--- src/rtl/ula_cmd_seq.sv ---
// Byte-stream command sequencer wrapping the combinational ULA: 3-byte command in, 2-byte result out.
// Optional divide-by-zero detection enabled by defining ULA_DIVZERO_CHK_EN.
module ula_cmd_seq #(
    parameter int unsigned EXEC_CYCLES = 1
) (
    input  logic        clk,
    input  logic        rst,
    input  logic [7:0]  in_data,
    input  logic        in_valid,
    output logic        in_ready,
    output logic [7:0]  out_data,
    output logic        out_valid,
    input  logic        out_ready,
    output logic        out_last,
    output logic        err,
    output logic        busy,
    output logic [7:0]  ula_a,
    output logic [7:0]  ula_b,
    output logic [3:0]  ula_sel,
    input  logic [15:0] ula_s
);

    localparam int unsigned CW = (EXEC_CYCLES > 1) ? $clog2(EXEC_CYCLES) : 1;

    typedef enum logic [2:0] {
        RX_SEL = 3'd0,
        RX_A   = 3'd1,
        RX_B   = 3'd2,
        EXEC   = 3'd3,
        CAP    = 3'd4,
        TX_HI  = 3'd5,
        TX_LO  = 3'd6
    } state_t;

    state_t        state;
    logic [CW-1:0] cnt;
    logic [15:0]   res;
    logic [15:0]   cap_val;
    logic          in_xfer;

    assign in_xfer = in_valid && in_ready;

    // Value captured from the ULA, substituted on a detected divide by zero
`ifdef ULA_DIVZERO_CHK_EN
    logic divzero;
    always_comb begin
        divzero = (ula_sel == 4'b0011) && (ula_b == 8'h00);
        cap_val = divzero ? 16'hFFFF : ula_s;
    end
`else
    always_comb begin
        cap_val = ula_s;
    end
    assign err = 1'b0;
`endif

    always_ff @(posedge clk or posedge rst) begin
        if (rst) begin
            state     <= RX_SEL;
            cnt       <= '0;
            res       <= 16'h0000;
            ula_a     <= 8'h00;
            ula_b     <= 8'h00;
            ula_sel   <= 4'h0;
            in_ready  <= 1'b0;
            out_data  <= 8'h00;
            out_valid <= 1'b0;
            out_last  <= 1'b0;
            busy      <= 1'b0;
`ifdef ULA_DIVZERO_CHK_EN
            err       <= 1'b0;
`endif
        end else begin
            case (state)
                RX_SEL: begin
                    in_ready <= 1'b1;
                    if (in_xfer) begin
                        ula_sel <= in_data[3:0];
                        busy    <= 1'b1;
                        state   <= RX_A;
`ifdef ULA_DIVZERO_CHK_EN
                        err     <= 1'b0;
`endif
                    end
                end
                RX_A: begin
                    if (in_xfer) begin
                        ula_a <= in_data;
                        state <= RX_B;
                    end
                end
                RX_B: begin
                    if (in_xfer) begin
                        ula_b    <= in_data;
                        cnt      <= CW'(EXEC_CYCLES - 1);
                        in_ready <= 1'b0;
                        state    <= EXEC;
                    end
                end
                EXEC: begin
                    // Operands are held stable; the count covers the ULA settle time
                    if (cnt == '0) begin
                        state <= CAP;
                    end else begin
                        cnt <= cnt - CW'(1);
                    end
                end
                CAP: begin
                    res       <= cap_val;
                    out_data  <= cap_val[15:8];
                    out_valid <= 1'b1;
                    out_last  <= 1'b0;
                    state     <= TX_HI;
`ifdef ULA_DIVZERO_CHK_EN
                    err       <= divzero;
`endif
                end
                TX_HI: begin
                    if (out_ready) begin
                        out_data <= res[7:0];
                        out_last <= 1'b1;
                        state    <= TX_LO;
                    end else begin
                        out_data <= res[15:8];
                    end
                end
                TX_LO: begin
                    // Last byte handed off: reopen the input for the next frame
                    if (out_ready) begin
                        out_valid <= 1'b0;
                        out_last  <= 1'b0;
                        out_data  <= 8'h00;
                        busy      <= 1'b0;
                        in_ready  <= 1'b1;
                        state     <= RX_SEL;
                    end
                end
                default: begin
                    state    <= RX_SEL;
                    in_ready <= 1'b0;
                    busy     <= 1'b0;
                end
            endcase
        end
    end

endmodule

--- config.mk ---
export PLATFORM = sky130hd
export DESIGN_NAME = ula_cmd_seq
export DESIGN_NICKNAME = d
export VERILOG_FILES = /design/src/rtl/ula_cmd_seq.sv
export SDC_FILE = /design/constraint.sdc
export NUM_CORES = 1
export LEC_CHECK = 0
export CAP_MARGIN = 0
export CORE_UTILIZATION = 35
export DETAILED_ROUTE_END_ITERATION = 8
export DONT_BUFFER_PORTS = 1
export GPL_TIMING_DRIVEN = 0
export PLACE_DENSITY = 0.48
export SKIP_LAST_GASP = 1
export SLEW_MARGIN = 10
export SYNTH_ARGS = -nofsm -noshare
export SYNTH_HDL_FRONTEND = slang
export SYNTH_SLANG_ARGS = --single-unit
--- constraint.sdc ---
create_clock -name clk -period 2.3 [get_ports clk]
set_clock_uncertainty 0.05 [all_clocks]
set_input_delay 0.69 -clock clk [delete_from_list [all_inputs] [get_ports clk]]
set_output_delay 0.69 -clock clk [all_outputs]
set_load 0.01 [all_outputs]
# Word level (Yosys, flattened, before mapping)

Index checks and enable logic that the tools add are counted.

Register bits: 52
Input bits: 28
Output and inout port bits: 33
Logic and storage cells: 63

$add $sub $neg: 1
Eq/ne operators: 12
Muxes and demuxes: 20
Bitwise logic cells: 2
Reduce and logical (&&, ||, !) cells: 17

Operators with widths:

| kind                                                 | count |
|---|---|
| one-hot mux 8 bit (3 select lines)                   | 1 |
| one-hot mux 3 bit (7 select lines)                   | 1 |
| 2-to-1 mux 3 bit                                     | 6 |
| 2-to-1 mux 8 bit                                     | 2 |
| inequality test 2 bit (second input constant)        | 6 |
| AND reduction 2 bit                                  | 6 |
| equality test 3 bit (second input constant)          | 3 |
| AND reduction 3 bit                                  | 3 |
| equality test 3 x 2 -> 1 bit (second input constant) | 2 |
| one-hot mux 1 bit (3 select lines)                   | 2 |
| AND reduction 6 bit                                  | 1 |
| 2-to-1 mux 1 bit                                     | 5 |
| OR reduction 5 bit                                   | 1 |
| one-hot mux 1 bit (2 select lines)                   | 2 |
| one-hot mux 1 bit (4 select lines)                   | 1 |
| nonzero test 2 bit                                   | 2 |
| OR reduction 4 bit                                   | 1 |
| equality test 3 x 1 -> 1 bit (second input constant) | 1 |
| logical NOT 3 bit                                    | 1 |
| nonzero test 3 bit                                   | 1 |
| NOT 1 bit                                            | 2 |
| logical AND 1 bit                                    | 1 |
| subtractor 1 bit (second input constant)             | 1 |

# Longest topological paths before layout

Depth after elaboration: 4
Depth in mapped cells: 5
Depth with buffers taken out: 3

# Worst setup path before layout

Ideal clock, no wire load.

Path type: input to register
Start point: input port in_valid
End point: register ula_sel[0]
Library setup time: 0.125 ns
Data arrival time: 1.520 ns
Required time: 2.125 ns
Setup slack: 0.605 ns
Stages on the path: 4
Path buffers: 1
Cells stage by stage: nand3b_4 or3_1 buf_6 mux2_4

Cells in the longest elaborated chain, start to end: 2

Ends and longest elaborated chain:

| what                                 | RTL line | text |
|---|---|---|
| start: declaration                   | 9        | `input logic in_valid,` |
| logical AND 1 bit                    | 41       | `assign in_xfer = in_valid && in_ready;` |
| AND reduction 2 bit (no source line) | -        |  |
| end signal: assignment               | 78       | `ula_sel <= in_data[3:0];` |
| end: declaration                     | 19       | `output logic [3:0] ula_sel,` |

No other way between the ends.
A chain may end at the register's enable or synchronous reset.

# Worst setup path after layout

Start point: register state[2]
End point: register res[0]

Cells in the longest elaborated chain, start to end: 1

Ends and longest elaborated chain:

| what                     | RTL line | text |
|---|---|---|
| start: declaration       | 35       | `state_t state;` |
| start signal: assignment | 59       | `state <= RX_SEL;` |
| start signal: assignment | 80       | `state <= RX_A;` |
| start signal: assignment | 89       | `state <= RX_B;` |
| equality test 3 bit      | 74       | `case (state)` |
| end signal: assignment   | 109      | `res <= cap_val;` |
| end: declaration         | 37       | `logic [15:0] res;` |

No other way between the ends.

==> results.py <==
metrics = {
    "logic_synthesis": {
        "yosys_most_used_dff": "dfrtp_1",
        "yosysUniqueCellTypes": 35,
        "syn_avg_cell_area_um2": 13.70,
        "yosys.area.top_type_share": 0.5645,
        "synth_top_cell_by_area": "dfrtp_1",
        "synth_edf_count": 0,
        "synth_nets": 193,
        "ys_seq_area_frac": 0.5645,
        "netlist_area_um2": 2261,
        "synth_area_leaders": "dfrtp_1, mux2_2, o221a_2, mux2i_1, mux2_4",
        "ys_warn_count": 0,
        "syn_inst": 165,
        "ys_async_sr_fraction": 1.000,
        "ys_ff_latch": 51,
    },
    "timing": {
        "finalHoldViolations": 0,
        "finalSetupViolCount": 0,
        "rsz0062_at_grt": "false",
        "post-route-period-util": 0.7767,
        "fin_crit_ns": 1.786,
        "worst_pin_slew_ns": 0.5071,
        "setup_ws_ns": 0.5135,
        "slew-limit-headroom": 0.6619,
        "report.final.slew_viol_count": 0,
        "fmax_mhz": 559.8,
    },
    "power_and_ir_drop": {
        "p_sw_frac": 0.3561,
        "vdd_drop_max_v": 0.0005064,
        "p_switching_w": 0.001239,
        "pwr-share-comb": 0.342,
        "power.leakage_nw": 1.046,
        "power.internal_w": 0.002240,
        "seqPwrFrac": 0.514,
        "power_density_nw_per_um2": 1414,
        "p_clk_frac": 0.145,
    },
    "placed_design": {
        "place_ws_ns": 0.3677,
        "dpl_cell_area_um2": 2375,
        "io_buffers": 0,
        "place.detailed.hpwl_um": 3303,
        "gp_congestion": 0.7726,
    },
    "drt": {
        "vias_per_cell": 5.418,
        "route.vias.total": 1349,
        "met2RoutedLength_um": 2303,
        "ant_nets": 0,
        "routed_wl_um": 4641,
        "wl_met1_um": 1957,
        "top_layer": "met4",
        "drcViolationCount": 0,
        "wl_met3_um": 307,
        "wire_per_inst_um": 18.64,
        "detailedRoute.firstIterationViolations": 80,
        "drt_pre_antenna_iters": 4,
    },
    "worst_setup_path": {
        "critPathKind": "register to register",
        "startpoint_type": "register",
        "arrival_ns": 1.93,
        "critPathTopFamily": "flip-flops",
        "cpPeakStageDelay_ns": 0.47,
        "path_cells": "inv_1, nor3_4, buf_4, mux2_2",
        "end_kind": "register",
        "required_ns": 2.45,
        "critical_path_buf_inv_count": 2,
        "cp_max_fo": 10,
        "critPathSlowestCell": "dfrtp_1",
    },
    "final_layout": {
        "area_growth_pct": 8.799,
        "nets": 201,
        "antenna_cells": 0,
        "drive_gt1_frac": 0.3851,
        "final_cell_area_um2": 2460,
        "nFillCells": 566,
    },
    "clock_tree": {
        "post-cts-setup-buffer-count": 0,
        "ctsResizeCount": 0,
        "root_buffer": "clkbuf_8",
        "cts_buffers": 5,
        "clkLatencyLatePin_ns": 0.30,
        "clk_pin_slew_worst_paths_ns": 0.09,
        "htree_levels": 2,
        "cts.path.max_buffers": 2,
        "tritoncts": "yes",
        "clock_sinks": 51,
        "holdBufCountCts": 0,
    },
    "grt": {
        "grt_pass1_vias": 1451,
        "grt_first_pass_wirelength_um": 7479,
        "grt_max_degree": 30,
        "grt_use_total": 0.1530,
        "antenna_found_initial": 0,
        "grt_overflow": 0,
    },
    "run": {
        "drv_cap": 0,
    },
    "die": {
        "ioPinCount": 61,
        "die-area_um2": 6785,
        "std_cell_rows": 28,
        "dieHeight_um": 82.37,
        "coreArea_um2": 6061,
        "initial_core_util": 0.3730,
        "die_w_um": 82.37,
    },
    "hold_path": {
        "hold_class": "primary input to asynchronous set/reset pin",
    },
    "status": {
        "status": "complete, no violations",
    },
}
==> kinds of logic (layout without fill, tap and decap cells) <==
family / count (synthesis) / in the layout / share of synthesized area
flip-flops: 51 / 51 / 0.5645
multiplexers: 44 / 44 / 0.2214
AO/OA/AOI/OAI: 31 / 31 / 0.1013
AND/OR/NAND/NOR: 23 / 23 / 0.07361
buffers and inverters: 15 / 24 / 0.03763
other: 1 / 1 / 0.001659
==> power by group through the flow <==
stage,combinational (W),clock (W),sequential [W]
after floorplan,0.00101,0,0.00171
after global placement,0.00115,0,0.00180
after detailed placement,0.00120,0,0.00181
after CTS,0.00120,0.000529,0.00180
after global routing,0.00131,0.000560,0.00186
final,0.00119,0.000503,0.00179
==> cells in the mapped netlist (2+ instances only) <==
| master | instances |
|---|---|
| and3b_1 | 2 |
| a21oi_1 | 11 |
| clkbuf_1 | 2 |
| inv_1 | 2 |
| buf_2 | 4 |
| nor2_1 | 2 |
| mux2_2 | 31 |
| nand2b_1 | 2 |
| dfrtp_1 | 51 |
| nor3_4 | 2 |
| o221a_2 | 8 |
| o22ai_1 | 2 |
| buf_6 | 2 |
| or3_1 | 2 |
| o21ai_0 | 4 |
| nand2_1 | 7 |
| buf_4 | 2 |
| a22o_1 | 2 |
| mux2_4 | 4 |
| mux2i_1 | 8 |
==> per-layer routing <==
layer,GRT usage,vias up
li1,-,612
met1,0.1910,683
met2,0.2397,47
met3,0.05165,7
met4,0.06842,0
met5,0,-
==> flip-flops by register name, summed over array words and instances (netlist names) <==
| signal | count |
|---|---|
| ula_sel | 4 |
| ula_a | 8 |
| ula_b | 8 |
| out_valid | 1 |
| busy | 1 |
| res | 16 |
| out_last | 1 |
| out_data | 8 |
| state | 3 |
| in_ready | 1 |
==> layout make-up <==
class                   instances  area, um^2  area share
plain buffers                  12       73.82     0.03001
clock buffers                   6       72.57     0.02950
clock inverters                 2       12.51    0.005086
inverters                       3       11.26    0.004578
multi-input cells              99       899.6      0.3657
flip-flops and latches         51        1276      0.5188
well taps                      75       93.84     0.03815
repair buffers                  1       20.02    0.008138
==> per-stage QoR <==
step / utilization / TNS [ns] / total power (W) / instances / hold slack, ns
floorplan: - / 0 / 0.002722 / 165 / 0.4074
detailed placement: 0.3918 / 0 / 0.003015 / 241 / 0.4248
global placement: 0.3885 / -8.923 / 0.002943 / 240 / 0.4224
finish: 0.4059 / 0 / 0.003478 / 249 / 0.2333
global route: 0.4059 / 0 / 0.003725 / 249 / 0.2578
CTS: 0.4059 / 0 / 0.003529 / 249 / 0.2387
==> final timing paths <==
check / from / endpoint / slack (ns) / cells past startpoint
max: state[2] / res[0] / 0.51 / 4
min: rst / ula_b[7] / 0.23 / 1
max reg2reg: state[2] / res[0] / 0.51 / 4
min reg2reg: res[11] / res[11] / 0.45 / 1
max in group asynchronous: rst / out_last / 1.44 / 2
min in group clk: res[11] / res[11] / 0.45 / 1
==> layout by cell type, fill, tap and decap left out, types with 2 or more instances in the layout <==
cell / n
nor3_4: 2
o221a_2: 8
nand2_1: 7
buf_6: 2
mux2i_1: 8
buf_2: 4
o21ai_0: 4
a22o_1: 2
and3b_1: 2
clkbuf_1: 3
buf_4: 2
clkbuf_8: 5
inv_2: 2
mux2_2: 31
o22ai_1: 2
mux2_4: 4
or3_1: 2
nor2_1: 2
a21oi_1: 11
nand2b_1: 2
dfrtp_1: 51
No activity file was read; power rests on OpenSTA's default activity.
